**src/rtl/vc_fifo_cond_bank.sv**
```systemverilog
// vc_fifo_cond_bank: NVC-queue FIFO bank with shared runtime thresholds and per-VC flags.
// Define VCF_STICKY_ERR_EN to hold error flags until reset instead of pulsing them.
module vc_fifo_cond_bank #(
    parameter int BW = 6,
    parameter int DEPTH_LOG2 = 2,
    parameter int NVC = 4,
    parameter int VCW = 2,
    parameter int CW = 3
) (
    input  logic              clk,
    input  logic              reset,
    input  logic              wr,
    input  logic [VCW-1:0]    wr_vc,
    input  logic [BW-1:0]     data_in,
    input  logic              rd,
    input  logic [VCW-1:0]    rd_vc,
    input  logic [CW-1:0]     umbral_bajo,
    input  logic [CW-1:0]     umbral_alto,
    output logic [BW-1:0]     data_out,
    output logic              data_out_vld,
    output logic [NVC-1:0]    full,
    output logic [NVC-1:0]    empty,
    output logic [NVC-1:0]    almost_full,
    output logic [NVC-1:0]    almost_empty,
    output logic [NVC-1:0]    error,
    output logic [NVC*CW-1:0] occupancy
);
    localparam int D = 1 << DEPTH_LOG2;
    localparam logic [DEPTH_LOG2-1:0] PTR_ONE = 1;
    logic [BW-1:0] mem [NVC][D];
    logic [DEPTH_LOG2-1:0] wptr [NVC];
    logic [DEPTH_LOG2-1:0] rptr [NVC];
    logic [CW-1:0] cnt [NVC];
    logic wr_in, rd_in, wr_go, rd_go;
    logic [NVC-1:0] inc, dec, ev;
    // A same-VC read frees the slot a full-queue write needs; an empty-queue read never falls through.
    always_comb begin
        wr_in = wr && ({1'b0, wr_vc} < (VCW+1)'(NVC));
        rd_in = rd && ({1'b0, rd_vc} < (VCW+1)'(NVC));
        rd_go = rd_in && !empty[rd_vc];
        wr_go = wr_in && (!full[wr_vc] || (rd_go && rd_vc == wr_vc));
    end
    genvar v;
    for (v = 0; v < NVC; v++) begin : g_vc
        assign full[v] = cnt[v] == CW'(D);
        assign empty[v] = cnt[v] == '0;
        assign almost_full[v] = umbral_alto != '0 && cnt[v] >= umbral_alto;
        assign almost_empty[v] = cnt[v] <= umbral_bajo;
        assign occupancy[v*CW +: CW] = cnt[v];
        assign inc[v] = wr_go && wr_vc == VCW'(v);
        assign dec[v] = rd_go && rd_vc == VCW'(v);
        assign ev[v] = (wr_in && !wr_go && wr_vc == VCW'(v)) || (rd_in && !rd_go && rd_vc == VCW'(v));
    end
    always_ff @(posedge clk) begin
        if (wr_go) mem[wr_vc][wptr[wr_vc]] <= data_in;
    end
    always_ff @(posedge clk) begin
        if (reset) begin
            for (int i = 0; i < NVC; i++) begin
                wptr[i] <= '0;
                rptr[i] <= '0;
                cnt[i] <= '0;
            end
            data_out <= '0;
            data_out_vld <= 1'b0;
            error <= '0;
        end else begin
            data_out_vld <= rd_go;
            if (rd_go) begin
                data_out <= mem[rd_vc][rptr[rd_vc]];
                rptr[rd_vc] <= rptr[rd_vc] + PTR_ONE;
            end
            if (wr_go) wptr[wr_vc] <= wptr[wr_vc] + PTR_ONE;
            for (int i = 0; i < NVC; i++) cnt[i] <= cnt[i] + CW'(inc[i]) - CW'(dec[i]);
`ifdef VCF_STICKY_ERR_EN
            error <= error | ev;
`else
            error <= ev;
`endif
        end
    end
endmodule
```
**config.mk**
```make
export PLATFORM = sky130hd
export DESIGN_NAME = vc_fifo_cond_bank
export DESIGN_NICKNAME = d
export VERILOG_FILES = /design/src/rtl/vc_fifo_cond_bank.sv
export SDC_FILE = /design/constraint.sdc
export NUM_CORES = 1
export LEC_CHECK = 0
export CELL_PAD_IN_SITES_DETAIL_PLACEMENT = 2
export CELL_PAD_IN_SITES_GLOBAL_PLACEMENT = 2
export CORE_UTILIZATION = 42
export DETAILED_ROUTE_END_ITERATION = 8
export PLACE_DENSITY_LB_ADDON = 0.1
export SETUP_SLACK_MARGIN = 0.2
export SYNTH_ARGS = -nofsm -noshare
export SYNTH_HDL_FRONTEND = slang
export SYNTH_SLANG_ARGS = --single-unit
```
**constraint.sdc**
```tcl
create_clock -name clk -period 3.4 [get_ports clk]
set_clock_uncertainty 0.05 [all_clocks]
set_input_delay 0.51 -clock clk [delete_from_list [all_inputs] [get_ports clk]]
set_output_delay 0.51 -clock clk [all_outputs]
set_load 0.005 [all_outputs]
```
==> results of run 1 <==
per-stage QoR:
| stage | setup WS [ns] | utilization [%] | setup TNS, ns |
|---|---|---|---|
| 4_1_cts | 0.301 | 54.0 | 0 |
| 3_5_place_dp | -0.0124 | 49.8 | -0.0124 |
| 2_1_floorplan | 0.619 | - | 0 |
| 3_3_place_gp | 0.192 | 49.8 | 0 |
| 5_1_grt | 0.218 | 54.1 | 0 |
| 6_report | 0.394 | 54.1 | 0 |
layout make-up:
| class | count | area, µm² | area share, % |
|---|---|---|---|
| repair buffers | 94 | 846 | 10.7 |
| multi-input cells | 242 | 2310 | 29.1 |
| clock buffers | 17 | 425 | 5.37 |
| diodes | 1 | 2.50 | 0.0316 |
| clock inverters | 15 | 191 | 2.42 |
| flip-flops and latches | 135 | 3830 | 48.3 |
| inverters | 25 | 93.8 | 1.18 |
| well taps | 184 | 230 | 2.91 |
power breakdown:
group	switching, mW	internal [mW]	total (mW)
combinational	0.440	0.450	0.891
clock	0.748	1.17	1.92
sequential	0.0697	1.88	1.94
sequential cells by signal, indices dropped and copies added (netlist names):
name,cells
cnt,12
mem,96
rptr,8
error,4
data_out,6
data_out_vld,1
wptr,8
path summary, 6_finish.rpt:
path,slack (ns),end,start
max,0.39,cnt[0][11],cnt[0][4]
min,0.45,data_out[5],data_out[5]
max reg2reg,0.39,cnt[0][11],cnt[0][4]
min reg2reg,0.45,data_out[5],data_out[5]
metal layers:
layer  global-route usage [%]  up-vias  share of wire [%]
li1                         -     1781                  -
met1                     32.4     2018                 46
met2                     38.5       74                 49
met3                     5.15       15                3.3
met4                     6.74        0                1.1
met5                        0        -                  0
placed cells by master (no fill, tap or decap), drive strengths merged, types with 2 or more instances in the layout:
| cell type | count |
|---|---|
| fa | 4 |
| mux4 | 29 |
| or2 | 6 |
| nand3b | 3 |
| clkbuf | 17 |
| ha | 36 |
| nand3 | 6 |
| nor2 | 30 |
| xor2 | 3 |
| xnor2 | 8 |
| a41o | 3 |
| o32ai | 4 |
| clkdlybuf4s50 | 57 |
| or3 | 2 |
| a21oi | 4 |
| inv | 31 |
| nor3 | 27 |
| and3 | 4 |
| edfxtp | 112 |
| nand2b | 7 |
| clkinvlp | 3 |
| a21o | 4 |
| clkinv | 3 |
| nor2b | 12 |
| nand2 | 9 |
| buf | 37 |
| dfxtp | 23 |
| nor3b | 4 |
| o21a | 4 |
| o21ai | 4 |
| mux2i | 24 |
| bufinv | 3 |
cell families (layout without fill, tap and decap cells):
logic type / after synthesis / count (layout)
fa+ha+maj: 40 / 40
mux: 53 / 53
simple gates: 111 / 111
xor+xnor: 11 / 11
compound gates: 27 / 27
flops: 135 / 135
other cells: 0 / 1
buf+inv: 45 / 151
worst max-delay path, stage by stage (launching register included):
cell and delay (ns):
dfxtp_1 0.39, nor3_1 0.49, a22oi_2 0.14, nand4_2 0.13, buf_4 0.26, nor2_2 0.08
ha_1 0.29, inv_1 0.07, ha_1 0.15, inv_1 0.05, fa_1 0.37, xor2_1 0.20
xnor2_1 0.14, nor2_1 0.06
timing repair:
action | in CTS | in global routing
gates resized for setup | 0 | 4
endpoints found under the setup margin | 0 | 2
hold buffers | 0 | 0
setup buffers | 0 | 0
==> metrics.md, run 1 <==
| Metric | Value |
|---|---|
| Top cell type's share of synthesized area | 53.0% |
| Total design power | 4.75 mW |
| Hold_ws | 0.448 ns |
| Peak fanout along the critical path | 14 |
| Register area share after synthesis | 60.3% |
| # rows | 44 |
| Instance area at placement | 7290 µm² |
| Mux cell area share after synthesis | 14.1% |
| Cell area after synthesis | 6340 µm² |
| Largest family of logic cells by synthesized area | multiplexers |
| Placed Instances | 680 |
| Design Area, Final | 7920 µm² |
| Total GRT Usage | 23.7% |
| HP Class | flop to flop |
| Crit path capture type | flop |
| Worst slew pin tran | 0.715 ns |
| Area delta synth->final | 24.8% |
| PortBufs | 58 |
| Synthesis-stage register bit count | 135 |
| Post-synthesis xor/xnor area fraction | 1.52% |
| Final std cells w/o fill | 713 |
| Failing checks | DRC |
| Die height | 125 µm |
| Hold Path Depth | 2 |
| CTS sink cnt | 135 |
| Antenna violations before repair | 0 |
| Final period util | 88.4% |
| Max IR drop VDD | 0.000480 V |
| RSZ-0062 raised after global routing | no |
| Wire per inst | 23.8 µm |
| Syn Area/Cell | 15.0 µm² |
| Area leader, netlist | edfxtp_1 |
| Slew Limit Fails | 0 |
| Post-synthesis compound-gate area fraction | 3.27% |
| Io pins | 59 |
| Die Width | 125 µm |
| Die area | 15600 µm² |
| Nets | 575 |
| Max clock buf depth | 2 |
| Drt via density | 5.45 |
| Outcome | finished with violations |
| PwrDens | 600 nW/µm² |
| CP Data Required Time | 3.66 ns |
| Largest net degree at the start of global routing | 28 |
| Synth top area cells | edfxtp_1 (53%), mux4_2 (10%), dfxtp_1 (7.3%) |
| Clock Tree Root | clkbuf_16 |
| DRC violation count after routing | 24 |
| Synthesized instance count | 422 |
| CTS buffer count | 17 |
| Clock latency on the worst-skew pair | 0.42 ns |
| Setup Viol. Count Final | 0 |
| CTS tree | yes |
| H-tree depth | 4 |
| Pre-antenna DRT Iters | 6 |
| Netlist cell types | 37 |
| Worst setup SP type | flop |
| ANT nets after route | 0 |
| FF-to-FF path depth | 13 |
| Final wirelength | 16900 µm |
| Post-synth top cells | edfxtp_1 (112), ha_1 (36), nor2_1 (30), mux4_2 (29), nor3_1 (27) |
| FFs w/ async S/R, synth | 0% |
| GPL Wtd Cong | 0.757 |
| Main synth FF type | edfxtp_1 |
| Synth Area in Simple Gates | 8.99% |
| Hold violation total from the final report | 0 |
| Total number of vias | 3888 |
| Synth Area in Adders | 8.36% |
| Clock transition at path regs | 0.06 ns |
| First-pass GRT wire length | 26400 µm |
| Detailed Place HPWL | 12000 µm |
| Number of enable flip-flop cells after synthesis | 112 |
| Min Tclk post-route | 3.01 ns |
| Worst Setup Path Type | flop to flop |
| # fillers | 1331 |
| GR Overflow Total | 0 |
| Share of post-route cells with drive strength above 1 | 21.6% |
| Fmax | 333 MHz |
| Leak | 2.97 nW |
| Iter 0 DRT Violations | 255 |
| Most numerous cell in the Yosys netlist | edfxtp_1 |
| Post-Syn Nets | 482 |
| Max_cap viols | 0 |
| Slew HR | 52.2% |
| Initial Util | 43.3% |
| CORE AREA | 14600 µm² |
| Vias in the first global route | 4323 |
| YS warnings | 0 |
| CP arrival | 3.26 ns |
(Power assumes the default switching activity.)
==> run 2, diff against run 1 <==
- CELL_PAD_IN_SITES_DETAIL_PLACEMENT: 2 -> 0
- CELL_PAD_IN_SITES_GLOBAL_PLACEMENT: 2 -> 1
- CORE_UTILIZATION: 42 -> 48
==> run 2 against run 1 <==
- the flow now finishes without violations
- cell area is 0.82% lower
- via count is 4.0% lower
- non-clock buffer count decreased by 3
- wire length shrank 22%
- critical path type unchanged
- setup slack improved by 0.030 ns
- fmax increased by 1.0%
==> metrics.md, run 2 (same netlist as run 1, synthesis figures left out) <==
| Metric | Value |
|---|---|
| Largest register FFs | 96 |
| PortBufs | 58 |
| Leak | 2.94 nW |
| Setup tns final | 0 ns |
| Die area | 13700 µm² |
| CTS sink cnt | 135 |
| Pre-antenna DRT Iters | 4 |
| Instance area at placement | 7250 µm² |
| Hold_ws | 0.473 ns |
| Most common cell after layout, fill and taps aside | edfxtp_1 |
| CTS buffer count | 17 |
| Placed Instances | 665 |
| Die height | 117 µm |
| Detailed Place HPWL | 9530 µm |
| CP Data Required Time | 3.65 ns |
| Area delta synth->final | 23.8% |
| Design Area, Final | 7860 µm² |
| Final period util | 87.5% |
| Max_cap viols | 0 |
| Max IR drop VDD | 0.000480 V |
| Setup WS pre-CTS | 0.148 ns |
| Slew HR | 62.2% |
| Total design power | 4.61 mW |
| RSZ-0062 raised after global routing | no |
| HP Class | flop to flop |
| Wire per inst | 19.0 µm |
| Nets | 572 |
| DRC violation count after routing | 0 |
| Setup Viol. Count Final | 0 |
| Clock Tree Root | clkbuf_16 |
| Hold violation total from the final report | 0 |
| Fmax | 336 MHz |
| Worst slew pin tran | 0.565 ns |
| Ant diodes | 0 |
| # resized after CTS | 0 |
| First-pass GRT wire length | 20700 µm |
| Share of post-route cells with drive strength above 1 | 19.8% |
| Total number of vias | 3731 |
| H-tree depth | 4 |
| CP arrival | 3.22 ns |
| Slew Limit Fails | 0 |
| Iter 0 DRT Violations | 268 |
| Final wirelength | 13200 µm |
| Crit path capture type | flop |
| Clock transition at path regs | 0.05 ns |
| CORE AREA | 12800 µm² |
| Hold bufs inserted after CTS | 0 |
| Worst setup SP type | flop |
| Initial Util | 49.7% |
| GPL Wtd Cong | 0.772 |
| Die Width | 117 µm |
| Outcome | finished, final reports clean |
| Drt via density | 5.35 |
| Final std cells w/o fill | 697 |
| Largest net degree at the start of global routing | 20 |
| Antenna violations before repair | 0 |
| PwrDens | 587 nW/µm² |
| Vias in the first global route | 3696 |
| # rows | 41 |
| Total GRT Usage | 21.3% |
| GR Overflow Total | 0 |
| Io pins | 59 |
| Min Tclk post-route | 2.98 ns |
| CTS tree | yes |
| Final core occ | 61.5% |
| Max clock buf depth | 2 |
| Slack of the critical path | 0.423 ns |
| Clock latency on the worst-skew pair | 0.41 ns |
| Peak fanout along the critical path | 6 |
| Most frequent cells in the layout | edfxtp_1 (112), clkdlybuf4s50_1 (57), ha_1 (36), buf_4 (33), nor2_1 (30) |
| ANT nets after route | 0 |
| Worst Setup Path Type | flop to flop |
| Setup Buffers After CTS | 0 |
run 2: cell count changes in the layout (fill, tap and decap cells not counted), sizes merged:
cell      delta
buf          -3
clkinvlp     +1
inv          -5
clkbuf       +4
diode        -1
run 2: layer usage:
layer	track usage (%)	vias up	wire length, µm
li1	-	1782	-
met3	4.89	13	623
met2	31.3	86	6050
met5	0	-	0
met1	31.4	1850	6370
met4	6.67	0	164
run 2: final timing paths:
path	startpoint	endpoint	slack [ns]	cells past startpoint
worst min-delay path	data_out[1]	data_out[1]	0.47	2
worst min register to register	data_out[1]	data_out[1]	0.47	2
worst max-delay path	cnt[0][1]	cnt[0][11]	0.42	11
worst max register to register	cnt[0][1]	cnt[0][11]	0.42	11
run 2: layout make-up:
cell class / instances / area, µm²
Clock buffer: 21 / 450
Multi-Input combinational cell: 242 / 2300
Tap cell: 172 / 215
Timing Repair Buffer: 91 / 823
Sequential cell: 135 / 3820
Inverter: 25 / 93.8
Clock inverter: 11 / 151
Fill cell: 946 / 4920
run 2: power by group:
group / leakage (nW) / internal, mW / total (mW) / switching [mW]
Combinational: 1.44 / 0.437 / 0.831 / 0.393
Sequential: 1.22 / 1.87 / 1.94 / 0.0628
Clock: 0.280 / 1.17 / 1.84 / 0.666
Total: 2.94 / 3.49 / 4.61 / 1.12
run 2: critical path: stages (launching register included):
cell and delay [ns]:
dfxtp_1 0.51, inv_1 0.13, and3_1 0.18, mux4_2 0.48, o31a_1 0.14, nor3b_1 0.38, ha_1 0.22, inv_1 0.05
fa_1 0.37, xor2_1 0.17, xnor2_1 0.13, nor2_1 0.05
==> run 3, diff against run 2 <==
--- a/config.mk
+++ b/config.mk
@@ -11,2 +11,3 @@
 export DETAILED_ROUTE_END_ITERATION = 8
+export HOLD_SLACK_MARGIN = 0.02
 export PLACE_DENSITY_LB_ADDON = 0.1
--- a/constraint.sdc
+++ b/constraint.sdc
@@ -4,2 +4,2 @@
 set_output_delay 0.51 -clock clk [all_outputs]
-set_load 0.005 [all_outputs]
+set_load 0.1 [all_outputs]
==> run 3 against run 2 <==
- combinational power is 93% higher
- largest cell class unchanged
- sequential cell count did not move
- clock power is essentially flat
- critical path depth unchanged
- hold slack got worse by 0.025 ns
- setup slack improved by 0.12 ns
==> metrics.md, run 3 (same netlist as run 1, synthesis figures left out) <==
| Metric | Value |
|---|---|
| Outcome | finished, final reports clean |
| Slowest Stage Delay on Critical Path | 0.57 ns |
| Vias in the first global route | 3634 |
| Nets | 571 |
| DRC violation count after routing | 0 |
| CP max stage cell | clkdlybuf4s50_1 |
| CTS buffer count | 17 |
| Hold Path Depth | 2 |
| Leak | 3.02 nW |
| Total GRT Usage | 21.4% |
| Largest register FFs | 96 |
| GR Overflow Total | 0 |
| Die Width | 117 µm |
| Die area | 13700 µm² |
| Pre-antenna DRT Iters | 4 |
| Worst slew pin tran | 0.981 ns |
| Setup tns final | 0 ns |
| Share of post-route cells with drive strength above 1 | 28.1% |
| Die height | 117 µm |
| Setup WS pre-CTS | 0.119 ns |
| Max IR drop VDD | 0.000641 V |
| Hold bufs inserted after CTS | 0 |
| Area delta synth->final | 25.8% |
| CTS tree | yes |
| PwrDens | 673 nW/µm² |
| RSZ-0062 raised after global routing | no |
| CP most frequent cell | buf_4 |
| Slack of the critical path | 0.539 ns |
| Detailed Place HPWL | 9240 µm |
| Setup Viol. Count Final | 0 |
| Crit. path cell count | 11 |
| Crit path cell chain | clkdlybuf4s50_1 > buf_4 > xor2_1 > o31a_1 > buf_4 > nor3b_1 > ha_1 > fa_2 > xnor2_2 > xnor2_1 > nor2_1 |
| Min-Delay Startpoint | data_out[5] |
| R2r setup slk | 0.63 ns |
| Setup Buffers After CTS | 0 |
| H-tree depth | 4 |
| Final wirelength | 13000 µm |
| Total design power | 5.37 mW |
| Max clock buf depth | 2 |
| FF-to-FF path depth | 9 |
| PortBufs | 58 |
| Most common cell after layout, fill and taps aside | edfxtp_1 |
| CP arrival | 3.11 ns |
| Max_cap viols | 0 |
| Largest net degree at the start of global routing | 27 |
| # resized after CTS | 0 |
| Io pins | 59 |
| Total number of vias | 3724 |
| Worst setup SP type | input port |
| Wire per inst | 18.7 µm |
| Min Tclk post-route | 2.86 ns |
| Peak fanout along the critical path | 26 |
| Most frequent cells in the layout | edfxtp_1 (112), buf_4 (43), clkdlybuf4s50_1 (41), ha_1 (36), nor2_1 (30) |
| Worst hold endpoint | data_out[5] |
| Iter 0 DRT Violations | 198 |
| First-pass GRT wire length | 20700 µm |
| Drt via density | 5.35 |
| CTS sink cnt | 135 |
| Antenna violations before repair | 0 |
| Critical path buffers and inverters | 3 |
| Fmax | 350 MHz |
| Clock Tree Root | clkbuf_16 |
| # fillers | 939 |
| Crit path capture type | flop |
| Clock latency on the worst-skew pair | 0.42 ns |
| Worst path top cell family by delay | buffers and inverters |
| # rows | 41 |
| Hold violation total from the final report | 0 |
| Final period util | 84.1% |
| Initial Util | 49.7% |
| Clock transition at path regs | 0.06 ns |
| Reg-to-Reg End | cnt[0][4] |
| Worst Setup Path Type | input port to flop |
| Slew Limit Fails | 0 |
| ANT nets after route | 0 |
| Slew HR | 34.4% |
| Reg-to-reg startpoint | cnt[0][7] |
| HP Class | flop to flop |
| CP Data Required Time | 3.65 ns |
| Ant diodes | 0 |
| GPL Wtd Cong | 0.761 |
| CORE AREA | 12800 µm² |
| Final core occ | 62.5% |
-- run 3: cell types whose count changed in the layout (fill, tap and decap cells not counted), sizes merged --
| cell | delta |
|---|---|
| clkdlybuf4s50 | -16 |
| buf | +15 |
| clkbuf | -4 |
| inv | +4 |
| clkinv | +3 |
| clkinvlp | -2 |
| bufinv | -1 |
-- run 3: cell type report --
| class | instances | area [µm²] | share of cell area [%] |
|---|---|---|---|
| Sequential cell | 135 | 3870 | 48.4 |
| Multi-Input combinational cell | 242 | 2380 | 29.8 |
| Timing Repair Buffer | 90 | 838 | 10.5 |
| Clock buffer | 17 | 425 | 5.33 |
| Tap cell | 172 | 215 | 2.70 |
| Clock inverter | 15 | 166 | 2.08 |
| Inverter | 25 | 93.8 | 1.18 |
-- run 3: tightest hold or removal path, stage by stage (launching register included) --
cell     delay (ns)
dfxtp_1        0.33
mux2i_1        0.07
nor2_1         0.07
-- run 3: worst max path at each step --
| stage | start | end | slack, ns |
|---|---|---|---|
| 2_1_floorplan | cnt[0][8] | cnt[0][8] | 0.11 |
| 3_3_place_gp | rd_vc[1] | cnt[0][8] | 0.15 |
| 3_5_place_dp | rd_vc[1] | cnt[0][5] | 0.12 |
| 4_1_cts | rd_vc[1] | cnt[0][5] | 0.56 |
| 5_1_grt | rd_vc[1] | cnt[0][8] | 0.35 |
| 6_report | rd_vc[1] | cnt[0][5] | 0.54 |
-- run 3: stage by stage --
step	hold slack, ns	std cells	cell area, µm²
global placement	0.425	664	7390
CTS	0.455	696	7980
detailed placement	0.439	664	7390
floorplan	0.559	422	6470
finish	0.449	696	7980
global route	0.471	696	7980
-- run 3: report_power, final --
| group | leakage (nW) | switching [mW] | internal, mW | total, mW |
|---|---|---|---|---|
| Clock | 0.287 | 0.718 | 1.09 | 1.81 |
| Sequential | 1.23 | 0.0779 | 1.88 | 1.96 |
| Combinational | 1.50 | 1.12 | 0.486 | 1.60 |
-- run 3: metal layers --
metal	vias to the layer above	share of wire, %	global-route usage [%]
met5	-	0	0
met4	0	0.95	6.84
met3	14	4.6	6.13
met2	75	47	31.3
met1	1846	48	31.1
li1	1789	-	-
